File: src/rtl/stress_acc_scheduler.sv
// Job scheduler for the stress-detection accelerator: soft-resets and launches
// the KNN/SVM engines, watches them with a watchdog and returns one result.
module stress_acc_scheduler #(
    parameter int RST_CYCLES  = 2,
    parameter int TIMEOUT_W   = 16,
    parameter int COMBINE_AND = 1
) (
    input  logic                 CLK,
    input  logic                 RESETn,
    input  logic                 cmd_valid,
    output logic                 cmd_ready,
    input  logic [1:0]           cmd_mode,
    input  logic                 cmd_seq,
    input  logic [TIMEOUT_W-1:0] timeout_limit,
    output logic                 knn_rst_n,
    output logic                 svm_rst_n,
    output logic                 knn_start,
    output logic                 svm_start,
    input  logic                 knn_done,
    input  logic                 knn_class,
    input  logic                 svm_done,
    input  logic                 svm_class,
    output logic                 result_valid,
    input  logic                 result_ready,
    output logic                 result_class,
    output logic                 result_knn,
    output logic                 result_svm,
    output logic [1:0]           result_status,
    output logic                 busy
);

    localparam logic [2:0] S_IDLE   = 3'd0;
    localparam logic [2:0] S_ERST   = 3'd1;
    localparam logic [2:0] S_LAUNCH = 3'd2;
    localparam logic [2:0] S_WAIT   = 3'd3;
    localparam logic [2:0] S_ABORT  = 3'd4;
    localparam logic [2:0] S_RESP   = 3'd5;

    localparam logic [1:0] ST_OK   = 2'b00;
    localparam logic [1:0] ST_NONE = 2'b01;
    localparam logic [1:0] ST_KTMO = 2'b10;
    localparam logic [1:0] ST_STMO = 2'b11;

    localparam int CW = (RST_CYCLES > 1) ? $clog2(RST_CYCLES) : 1;
    localparam logic [CW-1:0] RST_LAST = CW'(RST_CYCLES - 1);

    logic [2:0]           state;
    logic [2:0]           state_d;
    logic [CW-1:0]        rcnt;
    logic [1:0]           mode_q;
    logic                 seq_q;
    logic                 phase_q;
    logic [TIMEOUT_W-1:0] wd;
    logic [TIMEOUT_W-1:0] wd_inc;
    logic                 knn_got;
    logic                 knn_cls;
    logic                 svm_got;
    logic                 svm_cls;
    logic                 abort_knn;
    logic                 abort_svm;
    logic [1:0]           status_q;

    logic accept;
    logic rst_last;
    logic knn_act;
    logic svm_act;
    logic knn_hit;
    logic svm_hit;
    logic knn_ok;
    logic svm_ok;
    logic all_ok;
    logic tmo;
    logic seq_next;
    logic comb_cls;
    logic sel_cls;

    assign accept   = (state == S_IDLE) && cmd_valid;
    assign rst_last = (rcnt == RST_LAST);

    // In sequential mode phase 0 runs KNN only, phase 1 runs SVM only.
    assign knn_act = mode_q[0] && !(seq_q && phase_q);
    assign svm_act = mode_q[1] && !(seq_q && !phase_q);

    assign knn_hit = knn_act && !knn_got && knn_done;
    assign svm_hit = svm_act && !svm_got && svm_done;
    assign knn_ok  = !knn_act || knn_got || knn_hit;
    assign svm_ok  = !svm_act || svm_got || svm_hit;
    assign all_ok  = knn_ok && svm_ok;

    assign wd_inc = (wd >= timeout_limit) ? wd : wd + TIMEOUT_W'(1);
    assign tmo    = (timeout_limit != '0) && (wd_inc == timeout_limit);

    assign seq_next = seq_q && !phase_q;

    always_comb begin
        state_d = state;
        unique case (state)
            S_IDLE: begin
                if (accept)
                    state_d = (cmd_mode == 2'b00) ? S_RESP : S_ERST;
            end
            S_ERST: begin
                if (rst_last)
                    state_d = S_LAUNCH;
            end
            S_LAUNCH: state_d = S_WAIT;
            S_WAIT: begin
                if (all_ok)
                    state_d = seq_next ? S_LAUNCH : S_RESP;
                else if (tmo)
                    state_d = S_ABORT;
            end
            S_ABORT: begin
                if (rst_last)
                    state_d = S_RESP;
            end
            S_RESP: begin
                if (result_ready)
                    state_d = S_IDLE;
            end
            default: state_d = S_IDLE;
        endcase
    end

    always_ff @(posedge CLK or negedge RESETn) begin
        if (!RESETn) begin
            state <= S_IDLE;
            rcnt  <= '0;
        end else begin
            state <= state_d;
            if (state_d != state)
                rcnt <= '0;
            else if (state == S_ERST || state == S_ABORT)
                rcnt <= rcnt + CW'(1);
        end
    end

    always_ff @(posedge CLK or negedge RESETn) begin
        if (!RESETn) begin
            mode_q  <= 2'b00;
            seq_q   <= 1'b0;
            phase_q <= 1'b0;
        end else if (accept) begin
            mode_q  <= cmd_mode;
            seq_q   <= cmd_seq && (cmd_mode == 2'b11);
            phase_q <= 1'b0;
        end else if (state == S_WAIT && all_ok && seq_next) begin
            phase_q <= 1'b1;
        end
    end

    // Watchdog restarts for every launch phase and never wraps.
    always_ff @(posedge CLK or negedge RESETn) begin
        if (!RESETn)
            wd <= '0;
        else if (accept || state == S_LAUNCH)
            wd <= '0;
        else if (state == S_WAIT)
            wd <= wd_inc;
    end

    always_ff @(posedge CLK or negedge RESETn) begin
        if (!RESETn) begin
            knn_got <= 1'b0;
            knn_cls <= 1'b0;
            svm_got <= 1'b0;
            svm_cls <= 1'b0;
        end else if (accept) begin
            knn_got <= 1'b0;
            knn_cls <= 1'b0;
            svm_got <= 1'b0;
            svm_cls <= 1'b0;
        end else if (state == S_WAIT) begin
            if (knn_hit) begin
                knn_got <= 1'b1;
                knn_cls <= knn_class;
            end
            if (svm_hit) begin
                svm_got <= 1'b1;
                svm_cls <= svm_class;
            end
        end
    end

    always_ff @(posedge CLK or negedge RESETn) begin
        if (!RESETn) begin
            abort_knn <= 1'b0;
            abort_svm <= 1'b0;
            status_q  <= ST_OK;
        end else if (accept) begin
            abort_knn <= 1'b0;
            abort_svm <= 1'b0;
            status_q  <= (cmd_mode == 2'b00) ? ST_NONE : ST_OK;
        end else if (state == S_WAIT && !all_ok && tmo) begin
            abort_knn <= !knn_ok;
            abort_svm <= !svm_ok;
            status_q  <= !knn_ok ? ST_KTMO : ST_STMO;
        end
    end

    assign comb_cls = (COMBINE_AND != 0) ? (knn_cls & svm_cls)
                                         : (knn_cls | svm_cls);

    always_comb begin
        sel_cls = 1'b0;
        unique case (mode_q)
            2'b01:   sel_cls = knn_cls;
            2'b10:   sel_cls = svm_cls;
            2'b11:   sel_cls = comb_cls;
            default: sel_cls = 1'b0;
        endcase
    end

    assign cmd_ready = (state == S_IDLE);
    assign busy      = (state != S_IDLE);

    assign knn_rst_n = !((state == S_ERST && mode_q[0])
                      || (state == S_ABORT && abort_knn));
    assign svm_rst_n = !((state == S_ERST && mode_q[1])
                      || (state == S_ABORT && abort_svm));

    assign knn_start = (state == S_LAUNCH) && knn_act;
    assign svm_start = (state == S_LAUNCH) && svm_act;

    assign result_valid  = (state == S_RESP);
    assign result_class  = result_valid && (status_q == ST_OK) && sel_cls;
    assign result_knn    = result_valid && knn_cls;
    assign result_svm    = result_valid && svm_cls;
    assign result_status = result_valid ? status_q : ST_OK;

endmodule

File: config.mk
export PLATFORM = sky130hd
export DESIGN_NAME = stress_acc_scheduler
export DESIGN_NICKNAME = d
export VERILOG_FILES = /design/src/rtl/stress_acc_scheduler.sv
export SDC_FILE = /design/constraint.sdc
export NUM_CORES = 1
export LEC_CHECK = 0
export BUFFER_PORTS_ARGS = -buffer_cell sky130_fd_sc_hd__buf_2
export CORE_ASPECT_RATIO = 0.7
export CORE_MARGIN = 2
export CORE_UTILIZATION = 30
export DETAILED_ROUTE_END_ITERATION = 8
export GPL_TIMING_DRIVEN = 0
export HOLD_SLACK_MARGIN = 0.06
export SLEW_MARGIN = 5
export SYNTH_ARGS = -nofsm -noshare
export SYNTH_HDL_FRONTEND = slang
export SYNTH_SLANG_ARGS = --single-unit
File: constraint.sdc
create_clock -name CLK -period 6.1 [get_ports CLK]
set_input_delay 0.915 -clock CLK [delete_from_list [all_inputs] [get_ports CLK]]
set_output_delay 0.915 -clock CLK [all_outputs]
set_load 0.05 [all_outputs]
==> results of run 1 <==
## power groups by stage
stage,sequential (mW),combinational [mW],clock [mW]
final,0.292,0.430,0.290
after CTS,0.291,0.425,0.294
after detailed placement,0.294,0.421,0
after global placement,0.293,0.416,0
after global routing,0.299,0.476,0.303
after floorplan,0.283,0.306,0
## final cells by class
type | count | area, sq um | area share (%)
multi-input combinational | 306 | 1900 | 56.1
sequential | 32 | 801 | 23.7
timing repair buffer | 38 | 190 | 5.63
tap | 124 | 155 | 4.59
clock buffer | 5 | 125 | 3.71
inverter | 26 | 97.6 | 2.89
buffer | 17 | 70.1 | 2.07
clock inverter | 3 | 42.5 | 1.26
## metal layers
| metal | GRT usage, % | up-vias | share of wire (%) |
|---|---|---|---|
| met5 | 0 | - | 0 |
| met4 | 5.18 | 0 | 1.7 |
| met3 | 3.26 | 17 | 7.4 |
| met2 | 27.4 | 110 | 43 |
| met1 | 27.5 | 1473 | 48 |
| li1 | - | 1504 | - |
## registers in the layout, summed over array words and instances, names as in the netlist, 2 cells and up
name	flops
mode_q	2
state	3
status_q	2
wd	16
## Yosys cell counts (10+ instances only)
library cell and n:
inv_1 26, o21ai_0 33, nor3_1 10, clkbuf_1 12
nor4_1 11, nand2_1 43, a31oi_1 12, nand3_1 18
a21oi_1 20, ha_1 17, nor2_1 36, dfrtp_1 32
o31ai_1 12
## kinds of logic (layout without fill, tap and decap cells)
| family | after synthesis | after routing | synth area share (%) |
|---|---|---|---|
| flops | 32 | 32 | 28.0 |
| buf+inv | 43 | 89 | 5.85 |
| fa+ha+maj | 17 | 17 | 7.43 |
| xor+xnor | 15 | 15 | 4.59 |
| simple gates | 156 | 156 | 26.6 |
| compound gates | 112 | 112 | 25.5 |
| mux | 6 | 6 | 2.10 |
## critical path, cell delays in order
cell and delay, ns:
buf_2 0.12, inv_1 0.05, ha_1 0.26, o21ai_0 0.09, a2111oi_0 0.58, a31o_1 0.36, buf_2 0.27, nor4_1 0.09
nor4_1 0.46, nand4_1 0.20, or4_1 0.53, buf_2 0.18, mux2i_1 0.12, a21o_1 0.15
## per-stage QoR
stage / setup WS (ns) / util [%] / std cells / cell area [sq um]
after floorplan: 2.27 / - / 381 / 2860
after global placement: 1.72 / 35.0 / 543 / 3210
after detailed placement: 1.71 / 35.0 / 543 / 3210
after CTS: 1.98 / 36.8 / 551 / 3380
after global routing: 1.70 / 36.8 / 551 / 3380
final: 1.88 / 36.8 / 551 / 3380
## path summary, 6_finish.rpt
kind                                   from          end  slack [ns]  depth (start not counted)
setup / recovery           timeout_limit[2]  status_q[0]        1.88                         14
hold / removal                    abort_svm    abort_svm        0.51                          2
setup reg to reg                      wd[0]  status_q[0]        2.14                         13
hold reg to reg                   abort_svm    abort_svm        0.51                          2
max in group asynchronous            RESETn       wd[15]        4.94                          1
min in group asynchronous            RESETn        wd[0]        0.70                          1
==> out/results.tsv, run 1 <==
metric	value	unit
status	completed	
filler cell count	931	
register area share after synthesis	28.0	%
quantity of I/O buffers inserted on ports	38	
vias post-DR	3104	
setup_tns	0	ns
first-pass GRT wire length	15.1	mm
FP Rows	29	
routed wire length	9.29	mm
Worst Path Required	6.27	ns
top post-synthesis cells by area	dfrtp_1 28%, ha_1 7.4%, o21ai_0 5.8%	
Post-Synthesis Mean Instance Area	7.52	sq um
max-slew violations	0	
worst hold margin	0.514	ns
drc violations	0	
power share of the clock group	28.7	%
IO Count	39	
clk sinks	32	
core area	9180	sq um
Overall Power	1.01	mW
Final Critical Period	4.22	ns
global placement routability congestion	0.992	
Worst-Margin Slew	0.826	ns
die width	121	um
area growth from synthesis to final layout	17.9	%
final clock skew	0.00464	ns
Post-Synthesis Cell Area	2860	sq um
Routed WL per cell	16.9	um
sw frac	43.4	%
die height	85.7	um
GRT Total Usage	18.5	%
unrepaired setup endpoints after global routing	no	
Netlist cell types	47	
clk root buf	clkbuf_16	
hold_buf cts	0	
Initial Utilization	31.2	%
initial antenna violation count	0	
Crit path arrival time	4.39	ns
Cells after Synth	381	
Hold/Removal Path Class	reg2reg	
Pwr per Cell Area	300	nW/um^2
Congestion Overflow GR	0	
clock buffer depth	2	
largest net degree at the start of global routing	33	
Comb pwr share	42.5	%
Post-CTS Setup Inserts	0	
share of layout cells above drive strength 1	12.4	%
Yosys top cell by area	dfrtp_1	
most frequent cells in the layout	43 x nand2_1, 43 x buf_2, 36 x nor2_1, 33 x o21ai_0, 32 x dfrtp_1	
DR vias/cell	5.63	
Final ANT Viol Nets	0	
first-pass iteration count of the detailed router	5	
LEAKAGE	1.48	nW
maximum fanout along the worst path	10	
P_sw	0.439	mW
CTS tree	done	
clk_lat worst skew	0.28	ns
critical path type	in2reg	
final worst-path cycle share	69.2	%
flops & latches, synth	32	
Clock Pin Slew Worst Setup and Hold Paths	0.05	ns
ANT cells	0	
post-CTS sizing	0	
max-cap viol count	0	
htree depth	2	
crit path capture type	register	
async set-or-reset flop fraction in the synthesized netlist	100	%
Final Setup Violations	0	
Worst Setup Start Kind	input port	
Top FF cell, synth	dfrtp_1	
Die Area	10400	sq um
DR iter-0 viols	247	
Synth Warn #	0	
vias in the first global route	2914	
Post-synth EDFFs	0	
worst vdd ir	0.113	mV
cts bufs inserted	5	
internal power	0.573	mW
f_max	0.237	GHz
nets	470	
Sequential Power Share	28.8	%
share of the synthesized area in the top cell type	28.0	%
syn_nets	425	
post-DP HPWL	7.02	mm
Final Hold Fails	0	
normalized max-slew margin	43.5	%
Power figures use the tool's default switching activity.
==> run 2, diff against run 1 <==
==> constraint.sdc (replaced) <==
create_clock -name CLK -period 3.85 [get_ports CLK]
set_input_delay 0.5775 -clock CLK [delete_from_list [all_inputs] [get_ports CLK]]
set_output_delay 0.5775 -clock CLK [all_outputs]
set_load 0.05 [all_outputs]
==> run 2 against run 1 <==
  * Power increased by 59%
  * Combinational power is 59% higher
  * Sequential share of layout area is 0.26 points lower
  * Via count is 0.68% higher
  * Clock skew hardly changed
  * Cell area grew 1.3%
  * Critical endpoint unchanged
  * Largest cell class unchanged
==> out/results.tsv, run 2 (same netlist as run 1, synthesis figures left out) <==
metric	value	unit	change
status	completed		
worst hold margin	0.362	ns	-0.151 ns
htree depth	2		unchanged
post-CTS sizing	0		unchanged
worst-path cell chain	ha_1 -> nand4_1 -> nor3_2 -> a211o_1 -> buf_2 -> nor4_1 -> nor4_2 -> nand4_1 -> or4_1 -> buf_2 -> mux2i_1 -> a21o_1		
most flop-heavy register	wd		
ANT cells	0		unchanged
clk sinks	32		unchanged
most common cell after layout, fill and taps aside	buf_2		
worst vdd ir	0.178	mV	+58%
Congestion Overflow GR	0		unchanged
most frequent cells in the layout	43 x buf_2, 42 x nand2_1, 34 x nor2_1, 32 x o21ai_0, 31 x dfrtp_1		
max-cap viol count	0		unchanged
final clock skew	0.00419	ns	-0.000450 ns
normalized max-slew margin	41.8	%	-1.7 points
initial antenna violation count	0		unchanged
cts bufs inserted	5		unchanged
setup slack after layout	0.157	ns	-1.72 ns
Final Hold Fails	0		unchanged
first-pass GRT wire length	15.1	mm	unchanged
Crit. Startpoint	wd[13]		
Hold/Removal Path Class	in2async		
unrepaired setup endpoints after global routing	yes		
drc violations	0		unchanged
die width	121	um	unchanged
Worst-Margin Slew	0.851	ns	+0.0248 ns
Post-CTS Setup Inserts	0		unchanged
Crit-path slowest cell	or4_1		
DR iter-0 viols	226		-8.5%
Initial Utilization	31.2	%	unchanged
DR vias/cell	5.67		+0.68%
Worst setup endpoint	status_q[0]		
reg2reg path depth	12		-1
Largest register FFs	16		unchanged
hold_buf cts	0		unchanged
routed wire length	9.31	mm	+0.20%
post-DP HPWL	7.02	mm	unchanged
nets	470		unchanged
first-pass iteration count of the detailed router	4		-1
area growth from synthesis to final layout	19.4	%	
quantity of I/O buffers inserted on ports	38		unchanged
Final Cell Area	3420	sq um	+1.3%
Final Critical Period	3.69	ns	
Reg-to-Reg Start	wd[13]		
placed cell areas	3210	sq um	unchanged
final worst-path cycle share	95.9	%	
global placement routability congestion	0.992		unchanged
Worst R2R Setup Slack	0.16	ns	-1.98 ns
CP peak stage delay	0.52	ns	-0.06 ns
f_max	0.271	GHz	
reg2reg end	status_q[0]		
share of layout cells above drive strength 1	15.0	%	+2.6 points
core area	9180	sq um	unchanged
Final Setup Violations	0		unchanged
vias in the first global route	2914		unchanged
FP Rows	29		unchanged
Pwr per Cell Area	469	nW/um^2	+57%
largest net degree at the start of global routing	33		unchanged
Regs by FF count	wd: 16 flops, state: 3 flops		
crit path capture type	register		
Placement Setup Slack	-0.199	ns	-1.91 ns
Worst Setup Start Kind	register		
LEAKAGE	1.48	nW	about the same
clock buffer depth	2		unchanged
Clock Pin Slew Worst Setup and Hold Paths	0.06	ns	about the same
Routed WL per cell	16.9	um	+0.20%
Die Area	10400	sq um	unchanged
Worst Path Required	4.02	ns	-2.25 ns
vias post-DR	3125		+0.68%
Final ANT Viol Nets	0		unchanged
clk_lat worst skew	0.28	ns	about the same
clk root buf	clkbuf_16		
maximum fanout along the worst path	10		unchanged
critical path type	reg2reg		
max-slew violations	0		unchanged
CTS tree	done		
IO Count	39		unchanged
Crit path arrival time	3.86	ns	-0.53 ns
die height	85.7	um	unchanged
filler cell count	929		-0.21%
final core occ	37.2	%	+0.46 points
GRT Total Usage	18.5	%	unchanged
[run 2: cell counts in the layout (fill, tap and decap cells not counted)]
Identical to the previous run, type by type.
[run 2: layout make-up]
cell class / count / area, sq um / share of cell area (%)
clock inverters: 3 / 42.5 / 1.24
clock buffers: 5 / 125 / 3.66
repair buffers: 38 / 190 / 5.56
multi-input cells: 306 / 1940 / 56.6
plain buffers: 17 / 70.1 / 2.05
flip-flops and latches: 32 / 802 / 23.5
well taps: 124 / 155 / 4.54
inverters: 26 / 97.6 / 2.85
[run 2: metrics by stage]
step	total power [mW]	setup TNS, ns	cells
2_1_floorplan	0.933	0	381
3_3_place_gp	1.12	-0.432	543
3_5_place_dp	1.13	-0.460	543
4_1_cts	1.60	0	551
5_1_grt	1.71	-0.0492	551
6_report	1.61	0	551
[run 2: worst min path at each step]
| stage | slack (ns) | cells after the start | startpoint | to |
|---|---|---|---|---|
| floorplan | 0.28 | 0 | RESETn | abort_knn |
| global placement | 0.49 | 2 | abort_svm | abort_svm |
| detailed placement | 0.50 | 2 | abort_svm | abort_svm |
| CTS | 0.40 | 1 | RESETn | wd[0] |
| global route | 0.44 | 1 | RESETn | mode_q[1] |
| finish | 0.36 | 1 | RESETn | state[2] |
[run 2: power by group]
group / switching [mW] / total (mW) / internal, mW
clock network: 0.156 / 0.460 / 0.304
registers: 0.0656 / 0.463 / 0.398
logic: 0.475 / 0.682 / 0.207
total: 0.696 / 1.61 / 0.909
[run 2: metal layers]
metal	vias to the layer above	global-route usage (%)	share of wire, %
met5	-	0	0
met3	17	3.26	6.8
met4	0	5.18	1.7
li1	1508	-	-
met2	110	27.4	43
met1	1490	27.5	49
[run 2: worst max-delay path, delay by kind of cell, from the launching register on]
| family | cells | cell delay [ns] |
|---|---|---|
| buffers and inverters | 2 | 0.45 |
| DFF | 1 | 0.48 |
| adders and majority gates | 1 | 0.34 |
| muxes | 1 | 0.12 |
| AOI/OAI and AO/OA | 2 | 0.45 |
| and+or+nand+nor | 6 | 1.73 |
==> run 3, diff against run 2 <==
--- a/config.mk
+++ b/config.mk
@@ -5,6 +5,7 @@
 export SDC_FILE = /design/constraint.sdc
 export NUM_CORES = 1
 export LEC_CHECK = 0
+export ABC_AREA = 1
 export BUFFER_PORTS_ARGS = -buffer_cell sky130_fd_sc_hd__buf_2
 export CORE_ASPECT_RATIO = 0.7
 export CORE_MARGIN = 2
==> run 3 against run 2 <==
  * Clock power fell by 9.6%
  * Power fell by 5.6%
  * Sequential power barely moved
  * Clock skew rose by 0.0015 ns
  * Clock-buffer cell count rose by 2
  * Global-route usage fell by 2.4 points
  * Combinational power fell by 6.3%
  * Worst setup slack improved by 0.74 ns
  * Synthesized cell count rose by 17%
  * Register-to-register slack improved by 0.76 ns
  * Fmax rose by 25%
  * Critical endpoint is now abort_knn
==> out/results.tsv, run 3 <==
metric	value	unit	change
Post-Synth XOR/XNOR Area	2.18	%	-2.4 points
maximum fanout along the worst path	10		unchanged
Largest register FFs	16		unchanged
drc violations	0		unchanged
top-count cell post-synth	nand2_1		
Die Area	10200	sq um	-1.8%
Final Hold Fails	0		unchanged
max-cap viol count	0		unchanged
Clock Pin Slew Worst Setup and Hold Paths	0.05	ns	about the same
sw frac	43.5	%	+0.18 points
crit path capture type	register		
most frequent cells in the layout	146 x nand2_1, 72 x inv_1, 48 x nor2_1, 38 x buf_2, 36 x nand3_1		
vias in the first global route	2671		-8.3%
clk root buf	clkbuf_16		
nets	536		+14%
FP Rows	29		unchanged
first-pass iteration count of the detailed router	5		+1
post-DP HPWL	6.27	mm	-11%
Comb pwr share	42.1	%	-0.4 points
Worst R2R Setup Slack	0.92	ns	+0.76 ns
Final ANT Viol Nets	0		unchanged
die height	85.0	um	-0.92%
DR iter-0 viols	196		-13%
register area share after synthesis	28.5	%	+0.55 points
GRT Total Usage	16.1	%	-2.4 points
Crit. Startpoint	timeout_limit[11]		
routed wire length	7.88	mm	-15%
Worst Setup Start Kind	input port		
most flop-heavy register	wd		
htree depth	2		unchanged
Initial Utilization	31.0	%	-0.23 points
clk_lat worst skew	0.28	ns	about the same
syn_nets	491		+16%
normalized max-slew margin	49.9	%	+8.1 points
Worst Path Required	4.01	ns	about the same
DR vias/cell	4.83		-15%
largest family of logic cells by synthesized area	simple AND/OR/NAND/NOR gates		
Hold/Removal Path Class	in2async		
Reg-to-Reg Start	wd[11]		
ANT cells	0		unchanged
Worst setup endpoint	abort_knn		
Congestion Overflow GR	0		unchanged
post-synthesis compound-gate area fraction	10.5	%	-15 points
mux cell area share after synthesis	0	%	-2.1 points
flops & latches, synth	32		unchanged
share of the synthesized area in the top cell type	28.5	%	+0.55 points
final clock skew	0.00565	ns	+0.00146 ns
vias post-DR	2974		-4.8%
CTS tree	done		
internal power	0.856	mW	-5.9%
clock buffer depth	2		unchanged
Post-CTS Setup Inserts	0		unchanged
worst vdd ir	0.225	mV	+26%
critical path type	in2reg		
quantity of I/O buffers inserted on ports	38		unchanged
Top FF cell, synth	dfrtp_1		
core area	9070	sq um	-1.2%
final worst-path cycle share	76.7	%	-19 points
synth cell count leaders	146 x nand2_1, 72 x inv_1, 48 x nor2_1		
Cells after Synth	447		+17%
hold_buf cts	0		unchanged
Placement Setup Slack	0.635	ns	+0.835 ns
filler cell count	1007		+8.4%
first-pass GRT wire length	13.1	mm	-13%
global placement routability congestion	0.851		-14%
Regs by FF count	wd: 16 flops, state: 3 flops		
reg2reg end	abort_knn		
Final Critical Period	2.95	ns	-0.739 ns
Final Setup Violations	0		unchanged
Routed WL per cell	12.8	um	-24%
top post-synthesis cells by area	dfrtp_1 29%, nand2_1 20%, inv_1 9.6%		
die width	120	um	-0.93%
clk sinks	32		unchanged
f_max	0.339	GHz	+25%
reg2reg path depth	19		+7
share of layout cells above drive strength 1	12.8	%	-2.2 points
initial antenna violation count	0		unchanged
Sequential Power Share	30.4	%	+1.5 points
Crit path arrival time	3.11	ns	-0.75 ns
setup_tns	0	ns	unchanged
Worst-Margin Slew	0.752	ns	-0.0990 ns
Post-Synthesis Cell Area	2810	sq um	-1.9%
P_sw	0.660	mW	-5.2%
Post-synth EDFFs	0		unchanged
IO Count	39		unchanged
Pwr per Cell Area	458	nW/um^2	-2.3%
setup slack after layout	0.896	ns	+0.739 ns
Synth Warn #	0		unchanged
most common cell after layout, fill and taps aside	nand2_1		
power share of the clock group	27.5	%	-1.1 points
max-slew violations	0		unchanged
Post-Synth Simple-Gate Area	39.9	%	+13 points
Post-Synthesis Mean Instance Area	6.28	sq um	-16%
Post-Synth Adder-Cell Area	7.57	%	+0.15 points
status	completed		
final core occ	36.5	%	-0.79 points
LEAKAGE	1.80	nW	+22%
async set-or-reset flop fraction in the synthesized netlist	100	%	unchanged
unrepaired setup endpoints after global routing	no		
largest net degree at the start of global routing	33		unchanged
Yosys top cell by area	dfrtp_1		
area growth from synthesis to final layout	17.7	%	
Netlist cell types	32		-32%
post-CTS sizing	0		unchanged
cts bufs inserted	5		unchanged
==> run 3: cell families after synthesis <==
kind of cell    Yosys count
compound gates           50
xor+xnor                  7
fa+ha+maj                17
buf+inv                  83
flops                    32
simple gates            258
==> run 3: power by group through the flow <==
stage | Sequential (mW) | Clock (mW) | Combinational (mW)
after floorplan | 0.449 | 0 | 0.478
after global placement | 0.463 | 0 | 0.628
after detailed placement | 0.465 | 0 | 0.635
after CTS | 0.460 | 0.423 | 0.636
after global routing | 0.471 | 0.436 | 0.724
final | 0.461 | 0.416 | 0.639
==> run 3: how the worst min path moves through the flow <==
stage,slack (ns),to
floorplan,0.28,abort_knn
global placement,0.47,knn_got
detailed placement,0.48,knn_got
CTS,0.41,rcnt
global route,0.44,rcnt
finish,0.37,rcnt
==> run 3: routing by layer <==
layer | part of all wire [%] | GRT usage [%]
met1 | 55 | 26.2
met2 | 39 | 21.8
met3 | 5.1 | 2.76
met4 | 0.89 | 3.32
met5 | 0 | 0
==> run 3: critical path: stages <==
cell and delay, ns:
buf_2 0.12, inv_1 0.06, ha_1 0.29, nand2_1 0.07, inv_2 0.06, nand3_2 0.08, nor3_4 0.20, nand2_2 0.21
buf_6 0.20, nand3_1 0.09, nand2_1 0.11, nand2_1 0.08, nand2_1 0.05, nor2_1 0.18, nand3_1 0.13, nor2_1 0.14
nand3_1 0.17, nand2_1 0.15, inv_2 0.05, nand2_1 0.05, o21ai_1 0.06
==> run 3: layout make-up <==
type | instances | area, sq um | share of cell area [%]
multi-input combinational | 332 | 1690 | 51.1
tap | 124 | 155 | 4.69
timing repair buffer | 38 | 190 | 5.75
clock buffer | 7 | 153 | 4.62
inverter | 80 | 300 | 9.08
sequential | 32 | 801 | 24.2
buffer | 3 | 18.8 | 0.568
==> run 3: metrics by stage <==
step	hold slack (ns)	total power [mW]	cell area, sq um	std cells
2_1_floorplan	0.282	0.927	2810	447
3_3_place_gp	0.475	1.09	3150	609
3_5_place_dp	0.484	1.10	3150	609
4_1_cts	0.414	1.52	3310	616
5_1_grt	0.439	1.63	3310	616
6_report	0.365	1.52	3310	616
